## src/rtl/pc_fetch_unit.sv

```systemverilog
`default_nettype none
// ============================================================================
// Module   : pc_fetch_unit
// Purpose  : Program counter and next-PC selection for the single-cycle MIPS
//            core. Drives the instruction memory word address, tracks the
//            RUN/HALT/FAULT state and counts retired instructions.
// Ports    : clk, resetpc (async, active high)
//            stall, halt_req, branch_taken/branch_offset, jump/jump_target,
//            jr/jr_addr                      -- next-PC controls
//            pc, pc_plus4, addr              -- current PC, link value, word index
//            halted, fault, retired          -- status and retired count
// Revision : 1.0  initial release
// ============================================================================
module pc_fetch_unit #(
  parameter logic [31:0] RESET_PC     = 32'h0000_0000,
  parameter int          ADDR_W       = 8,
  // Reset value of the retired counter; 0 in normal use.
  parameter logic [15:0] RETIRED_INIT = 16'h0000
) (
  input  logic              clk,
  input  logic              resetpc,
  input  logic              stall,
  input  logic              halt_req,
  input  logic              branch_taken,
  input  logic [15:0]       branch_offset,
  input  logic              jump,
  input  logic [25:0]       jump_target,
  input  logic              jr,
  input  logic [31:0]       jr_addr,
  output logic [31:0]       pc,
  output logic [31:0]       pc_plus4,
  output logic [ADDR_W-1:0] addr,
  output logic              halted,
  output logic              fault,
  output logic [15:0]       retired
);

  localparam logic [1:0] S_RUN   = 2'd0;
  localparam logic [1:0] S_HALT  = 2'd1;
  localparam logic [1:0] S_FAULT = 2'd2;

  logic [31:0] r_pc;
  logic [1:0]  r_state;
  logic [15:0] r_retired;

  logic [31:0] w_pc_plus4;
  logic [31:0] w_br_off;
  logic [31:0] w_pc_next;
  logic [1:0]  w_state_next;
  logic        w_retire;

  assign w_pc_plus4 = r_pc + 32'd4;
  // Branch immediate is a signed word offset: sign-extend, then scale by 4.
  assign w_br_off   = {{14{branch_offset[15]}}, branch_offset, 2'b00};

  always_comb begin
    w_pc_next    = r_pc;
    w_state_next = r_state;
    w_retire     = 1'b0;
    if (r_state == S_RUN) begin
      if (halt_req) begin
        // The halting instruction itself retires; PC stays put.
        w_state_next = S_HALT;
        w_retire     = 1'b1;
      end else if (stall) begin
        // Hold PC; any redirect this cycle is dropped and re-presented.
        w_pc_next = r_pc;
      end else if (jr && (jr_addr[1:0] != 2'b00)) begin
        w_state_next = S_FAULT;
      end else begin
        w_retire = 1'b1;
        if (jr) begin
          w_pc_next = jr_addr;
        end else if (jump) begin
          w_pc_next = {w_pc_plus4[31:28], jump_target, 2'b00};
        end else if (branch_taken) begin
          w_pc_next = w_pc_plus4 + w_br_off;
        end else begin
          w_pc_next = w_pc_plus4;
        end
      end
    end
  end

  always_ff @(posedge clk or posedge resetpc) begin
    if (resetpc) begin
      r_pc      <= RESET_PC;
      r_state   <= S_RUN;
      r_retired <= RETIRED_INIT;
    end else begin
      r_pc    <= w_pc_next;
      r_state <= w_state_next;
      // Saturating count: sticks at all-ones rather than wrapping.
      if (w_retire && (r_retired != 16'hFFFF)) begin
        r_retired <= r_retired + 16'd1;
      end
    end
  end

  assign pc       = r_pc;
  assign pc_plus4 = w_pc_plus4;
  // Plain slice: PCs beyond the memory window wrap the word index.
  assign addr     = r_pc[ADDR_W+1:2];
  assign halted   = (r_state == S_HALT);
  assign fault    = (r_state == S_FAULT);
  assign retired  = r_retired;

endmodule
`default_nettype wire

```

## config.mk

```make
export PLATFORM = sky130hd
export DESIGN_NAME = pc_fetch_unit
export DESIGN_NICKNAME = d
export VERILOG_FILES = /design/src/rtl/pc_fetch_unit.sv
export SDC_FILE = /design/constraint.sdc
export NUM_CORES = 1
export LEC_CHECK = 0
export CORE_ASPECT_RATIO = 1.1
export CORE_MARGIN = 4
export CORE_UTILIZATION = 51
export CTS_BUF_LIST = sky130_fd_sc_hd__clkbuf_8
export CTS_CLUSTER_SIZE = 28
export DETAILED_ROUTE_END_ITERATION = 16
export GPL_TIMING_DRIVEN = 1
export PLACE_DENSITY = 0.9
export SLEW_MARGIN = 25
export SYNTH_ARGS = -nofsm -noshare
export SYNTH_HDL_FRONTEND = slang
export SYNTH_SLANG_ARGS = --single-unit
```

## constraint.sdc

```tcl
create_clock -name clk -period 5.85 [get_ports clk]
set_input_delay 0.8775 -clock clk [delete_from_list [all_inputs] [get_ports clk]]
set_output_delay 0.8775 -clock clk [all_outputs]
set_load 0.03 [all_outputs]
```

=== After elaboration in Yosys (flattened, before gate mapping) ===
Index checks and enable logic that the tools add are counted.

* Bits in registers: 50
* Bits in latches: 0
* RAM bits: 0
* Bits in read-only memories: 0
* Output and inout bits: 90
* Memories: 0

* $add $sub $neg: 3
* Multipliers: 0
* Divide/modulo/power cells: 0
* Magnitude comparators: 0
* Equality and inequality tests: 4
* Shift-type cells: 0
* Muxes and demuxes: 10
* Bitwise operators: 3
* Reductions and logical operators: 7

{| class="wikitable"
|+ Operators with widths
! operator !! number
|-
| 32-bit 2-to-1 mux || 3
|-
| 32-bit by 3-bit adder with 32-bit output, second input constant || 1
|-
| 32-bit adder || 1
|-
| 16-bit by 1-bit adder with 16-bit output, second input constant || 1
|-
| 16-bit != test, second input constant || 1
|-
| 2-bit 2-to-1 mux || 3
|-
| 1-bit 2-to-1 mux || 4
|-
| 4-bit AND reduction || 1
|-
| 2-bit nonzero test || 2
|-
| 1-bit NOT || 3
|-
| 3-bit AND reduction || 1
|-
| 2-bit by 1-bit == test with 1-bit output, second input constant || 1
|-
| 2-bit == test, second input constant || 1
|-
| 1-bit logical AND || 2
|-
| 2-bit zero test || 1
|-
| 2-bit by 1-bit != test with 1-bit output, second input constant || 1
|}

=== Longest topological paths before layout ===
* Word-level depth: 7
* Gate-level depth with buffers: 16
* Gate-level depth less buffers: 15

=== Worst setup path before layout ===
Ideal clock, no wire load.

* Path kind: flip-flop to flip-flop
* Start point: register r_pc[15], in the netlist pc[15]
* End point: register r_pc[31], in the netlist pc[31]
* Library setup time: 92 ps
* Arrival time: 4,289 ps
* Data required time: 5,758 ps
* Slack: 1,469 ps
* Cell stages (with the launch flop): 17
* Period minus slack after synthesis: 4,381 ps
* Cell sequence: dfrtp_1 and4_1 nand3_1 or2_2 nor3_1 nand2_1 xnor2_1 ha_1 clkbuf_1 a21o_1 a21o_1 a21o_1 nand3_1 o21ai_0 or4_4 and4_1 o31ai_2

* Cells in the longest elaborated chain, start to end: 5

{| class="wikitable"
|+ Ends and longest elaborated chain
! item !! line !! RTL
|-
| start: declaration || 42 || <nowiki>logic [31:0] r_pc;</nowiki>
|-
| start signal: assignment || 91 || <nowiki>r_pc <= w_pc_next;</nowiki>
|-
| 32-bit by 3-bit adder with 32-bit output || 52 || <nowiki>assign w_pc_plus4 = r_pc + 32'd4;</nowiki>
|-
| named net pc_plus4[24] || 31 || <nowiki>output logic [31:0] pc_plus4,</nowiki>
|-
| 32-bit adder || 77 || <nowiki>w_pc_next = w_pc_plus4 + w_br_off;</nowiki>
|-
| 32-bit 2-to-1 mux || 76 || <nowiki>end else if (branch_taken) begin</nowiki>
|-
| 32-bit 2-to-1 mux || 74 || <nowiki>end else if (jump) begin</nowiki>
|-
| 32-bit 2-to-1 mux || 72 || <nowiki>if (jr) begin</nowiki>
|}

The timed path passes the listed nets, and every way through them passes these cells.
A chain may end at the register's enable or synchronous reset.

=== Worst setup path after layout ===
* Start point: register r_pc[8], in the netlist pc[8]
* End point: register r_pc[31], in the netlist pc[31]

* Cells in the longest elaborated chain, start to end: 5

{| class="wikitable"
|+ Ends and longest elaborated chain
! item !! line
|-
| 32-bit by 3-bit adder with 32-bit output * || 52
|-
| 32-bit adder || 77
|-
| 32-bit 2-to-1 mux || 76
|-
| 32-bit 2-to-1 mux * || 74
|-
| 32-bit 2-to-1 mux * || 72
|}

Mark *: on every way between the ends. The rest lies on a longest branch, timed or not.

==> flow_summary.yaml <==
status:
  status: "complete, no violations"
floorplan:
  die_x_um: 102
  dieArea_um2: 11400
  initial_core_util_pct: 52.9
  fp.dieH_um: 112
  ioPinCount: 171
  core_um2: 9440
  rows: 37
detailed_routing:
  drt-total-wl_um: 18300
  drc: 0
  final_antenna_net_count: 0
  num_vias: 5599
  wl_per_cell_um: 20.6
  dr.pass1.iters: 5
  drt_iter0_drc: 419
  vias_per_cell: 6.28
timing:
  setup-violations-final: 0
  worstMarginPinSlew_ns: 0.976
  period_share_pct: 72.5
  tns_ns: 0
  relSlewSlack_pct: 34.7
  final-max-slew-violation-count: 0
  finClkSkew_ns: 0.0118
  hold_viol_final: 0
  grt_setup_unrepaired: "false"
  finalCriticalPeriod_ns: 4.24
  whs_ns: 0.510
  max_freq_mhz: 236
synth:
  synth_most_common_cell: "nor2_1"
  synth_area_leader_cell: "dfrtp_1"
  synth_area_um2: 5000
  syn_avg_cell_area_um2: 7.99
  synth_area_leaders: "dfrtp_1 (25%), ha_1 (9.5%), xnor2_1 (6.8%)"
  yosys.area.top_type_share_pct: 25.0
  async_flop_share_pct: 100
  ys_seq_elements: 50
  yosysSeqAreaShare_pct: 25.0
  synth-edff-count: 0
  synth_common_cells: "nor2_1 (66), nand2_1 (56), a21oi_1 (51), dfrtp_1 (50)"
  synth_ff_type: "dfrtp_1"
  synth_fp_nets: 745
  synth.distinct_cells: 63
  synthCells: 625
  synth_warnings: 0
critical_path:
  cp.arrival_ns: 4.49
  crit_fanout: 8
  crit_required_ns: 6.09
  critPathLaunch: "pc[8]$_DFFE_PP0P_"
  r2r_start: "pc[8]$_DFFE_PP0P_"
  cp-end-kind: "register"
  worst_setup_path_start_kind: "register"
  criticalPathCategory: "reg -> reg"
placement:
  dpl.hpwl_um: 14100
  io_buffers: 170
  place.gp.congestion: 0.952
finish:
  fillers: 754
  antenna_cells: 0
  synthToLayoutAreaGrowth_pct: 36.3
  post_route_cells_drive_above_1_share_pct: 3.75
  finalNetCount: 893
power_and_ir_drop:
  p_seq_share_pct: 37.3
  p_per_area_nw_per_um2: 147
  clockPowerShare_pct: 23.6
  switching_power_mw: 0.383
  p_comb_share_pct: 39.1
  vdd_ir_drop_max_uv: 104
  cellLeakagePower_nw: 2.98
  internal_power_mw: 0.620
  switching_share_pct: 38.2
clocking:
  postCtsHoldBufs: 0
  numCtsBuffers: 5
  cts_sinks: 50
  cts_resized: 0
  path_clk_slew_ns: 0.11
  clk_latency_ns: 0.32
  h-tree-depth: 2
  clock_path_buffers: 2
  post_cts_buffers: 0
  cts_tree: "done"
  clock-root-buffer: "clkbuf_8"
min_path:
  worstHoldStart: "retired[8]$_DFFE_PP0P_"
  hold_path.class: "reg -> reg"
global_routing:
  antenna_found_initial: 0
  grt-ovfl-total: 0
  grt_pass1_wl_um: 28600
  grt_max_degree: 51
  grt_pass1_vias: 5533
  grtUsageTotal_pct: 31.3
run:
  drv_cap: 0
path summary, 6_finish.rpt:
path | end | slack [ns] | depth (start not counted)
min reg2reg | retired[8]$_DFFE_PP0P_ | 0.51 | 1
max | pc[31]$_DFFE_PP0P_ | 1.61 | 14
min in group asynchronous | pc[20]$_DFFE_PP0P_ | 1.02 | 2
min | retired[8]$_DFFE_PP0P_ | 0.51 | 1
max in group asynchronous | retired[11]$_DFFE_PP0P_ | 4.41 | 2
max reg2reg | pc[31]$_DFFE_PP0P_ | 1.61 | 14
layer usage:
metal | vias up | wire, um | track usage (%)
met5 | - | 0 | 0
met4 | 0 | 449 | 8.22
met3 | 41 | 1730 | 6.52
met2 | 311 | 8880 | 52.4
met1 | 2676 | 7260 | 40.8
li1 | 2571 | - | -
cells by family after synthesis:
group           share of synthesized area [%]
compound gates                           23.8
xor+xnor                                 11.4
fa+ha+maj                                9.92
buf+inv                                  4.76
flops                                    25.0
mux                                      2.25
simple gates                             22.8
state kept, by name, summed over array words and instances (netlist names):
register / flops
r_state: 2
retired: 16
pc: 32
power by group through the flow:
stage | Combinational, mW | Sequential, mW | Clock, mW
finish | 0.392 | 0.374 | 0.237
global route | 0.422 | 0.376 | 0.254
CTS | 0.388 | 0.373 | 0.236
detailed placement | 0.386 | 0.380 | 0
global placement | 0.378 | 0.379 | 0
floorplan | 0.212 | 0.396 | 0
critical path: stages (launching register included):
cell and delay (ns):
dfrtp_1 0.53, and4_4 0.32, nand4_4 0.15, or3_1 0.52, nor2_1 0.18, xor2_1 0.37, ha_1 0.36, nand2_1 0.08
o21ai_1 0.12, a221oi_1 0.30, and2_1 0.20, a211oi_1 0.12, or4_4 0.50, and4_1 0.21, o31ai_2 0.20
final cells by class:
class	instances	area (um^2)	share of cell area [%]
inverters	17	66.3	0.974
clock inverters	3	28.8	0.423
multi-input cells	524	3510	51.5
repair buffers	175	1740	25.5
clock buffers	5	68.8	1.01
flip-flops and latches	50	1250	18.4
well taps	117	146	2.15
cell usage in the layout, fill, tap and decap left out, types with 5 or more instances in the layout:
cell             instances
mux2i_1                  9
nor2_1                  66
o21ai_0                 39
buf_4                    5
inv_1                   15
and2_1                   8
a221oi_1                 9
nand2_1                 56
xor2_1                  24
nand4_1                  6
clkbuf_8                 5
nor3_1                  12
o221ai_1                 5
o21a_1                   7
xnor2_1                 39
or3_1                    6
nor2b_1                  7
a211oi_1                 5
a21oi_1                 51
clkdlybuf4s50_1        170
and4_1                  10
o31ai_1                  7
a31oi_1                  9
dfrtp_1                 50
and3_1                  12
a21o_1                  17
nand3_1                 32
ha_1                    38
through the flow:
| step | std cells | cell area, um^2 | total power, mW | setup WS [ns] | utilization [%] |
|---|---|---|---|---|---|
| 2_1_floorplan | 625 | 5000 | 0.608 | 1.47 | - |
| 4_1_cts | 891 | 6810 | 0.998 | 1.66 | 72.1 |
| 6_report | 891 | 6810 | 1.00 | 1.61 | 72.1 |
| 3_3_place_gp | 883 | 6710 | 0.757 | 1.57 | 71.0 |
| 5_1_grt | 891 | 6810 | 1.05 | 1.37 | 72.1 |
| 3_5_place_dp | 883 | 6710 | 0.766 | 1.50 | 71.1 |
Power figures use the tool's default switching activity.
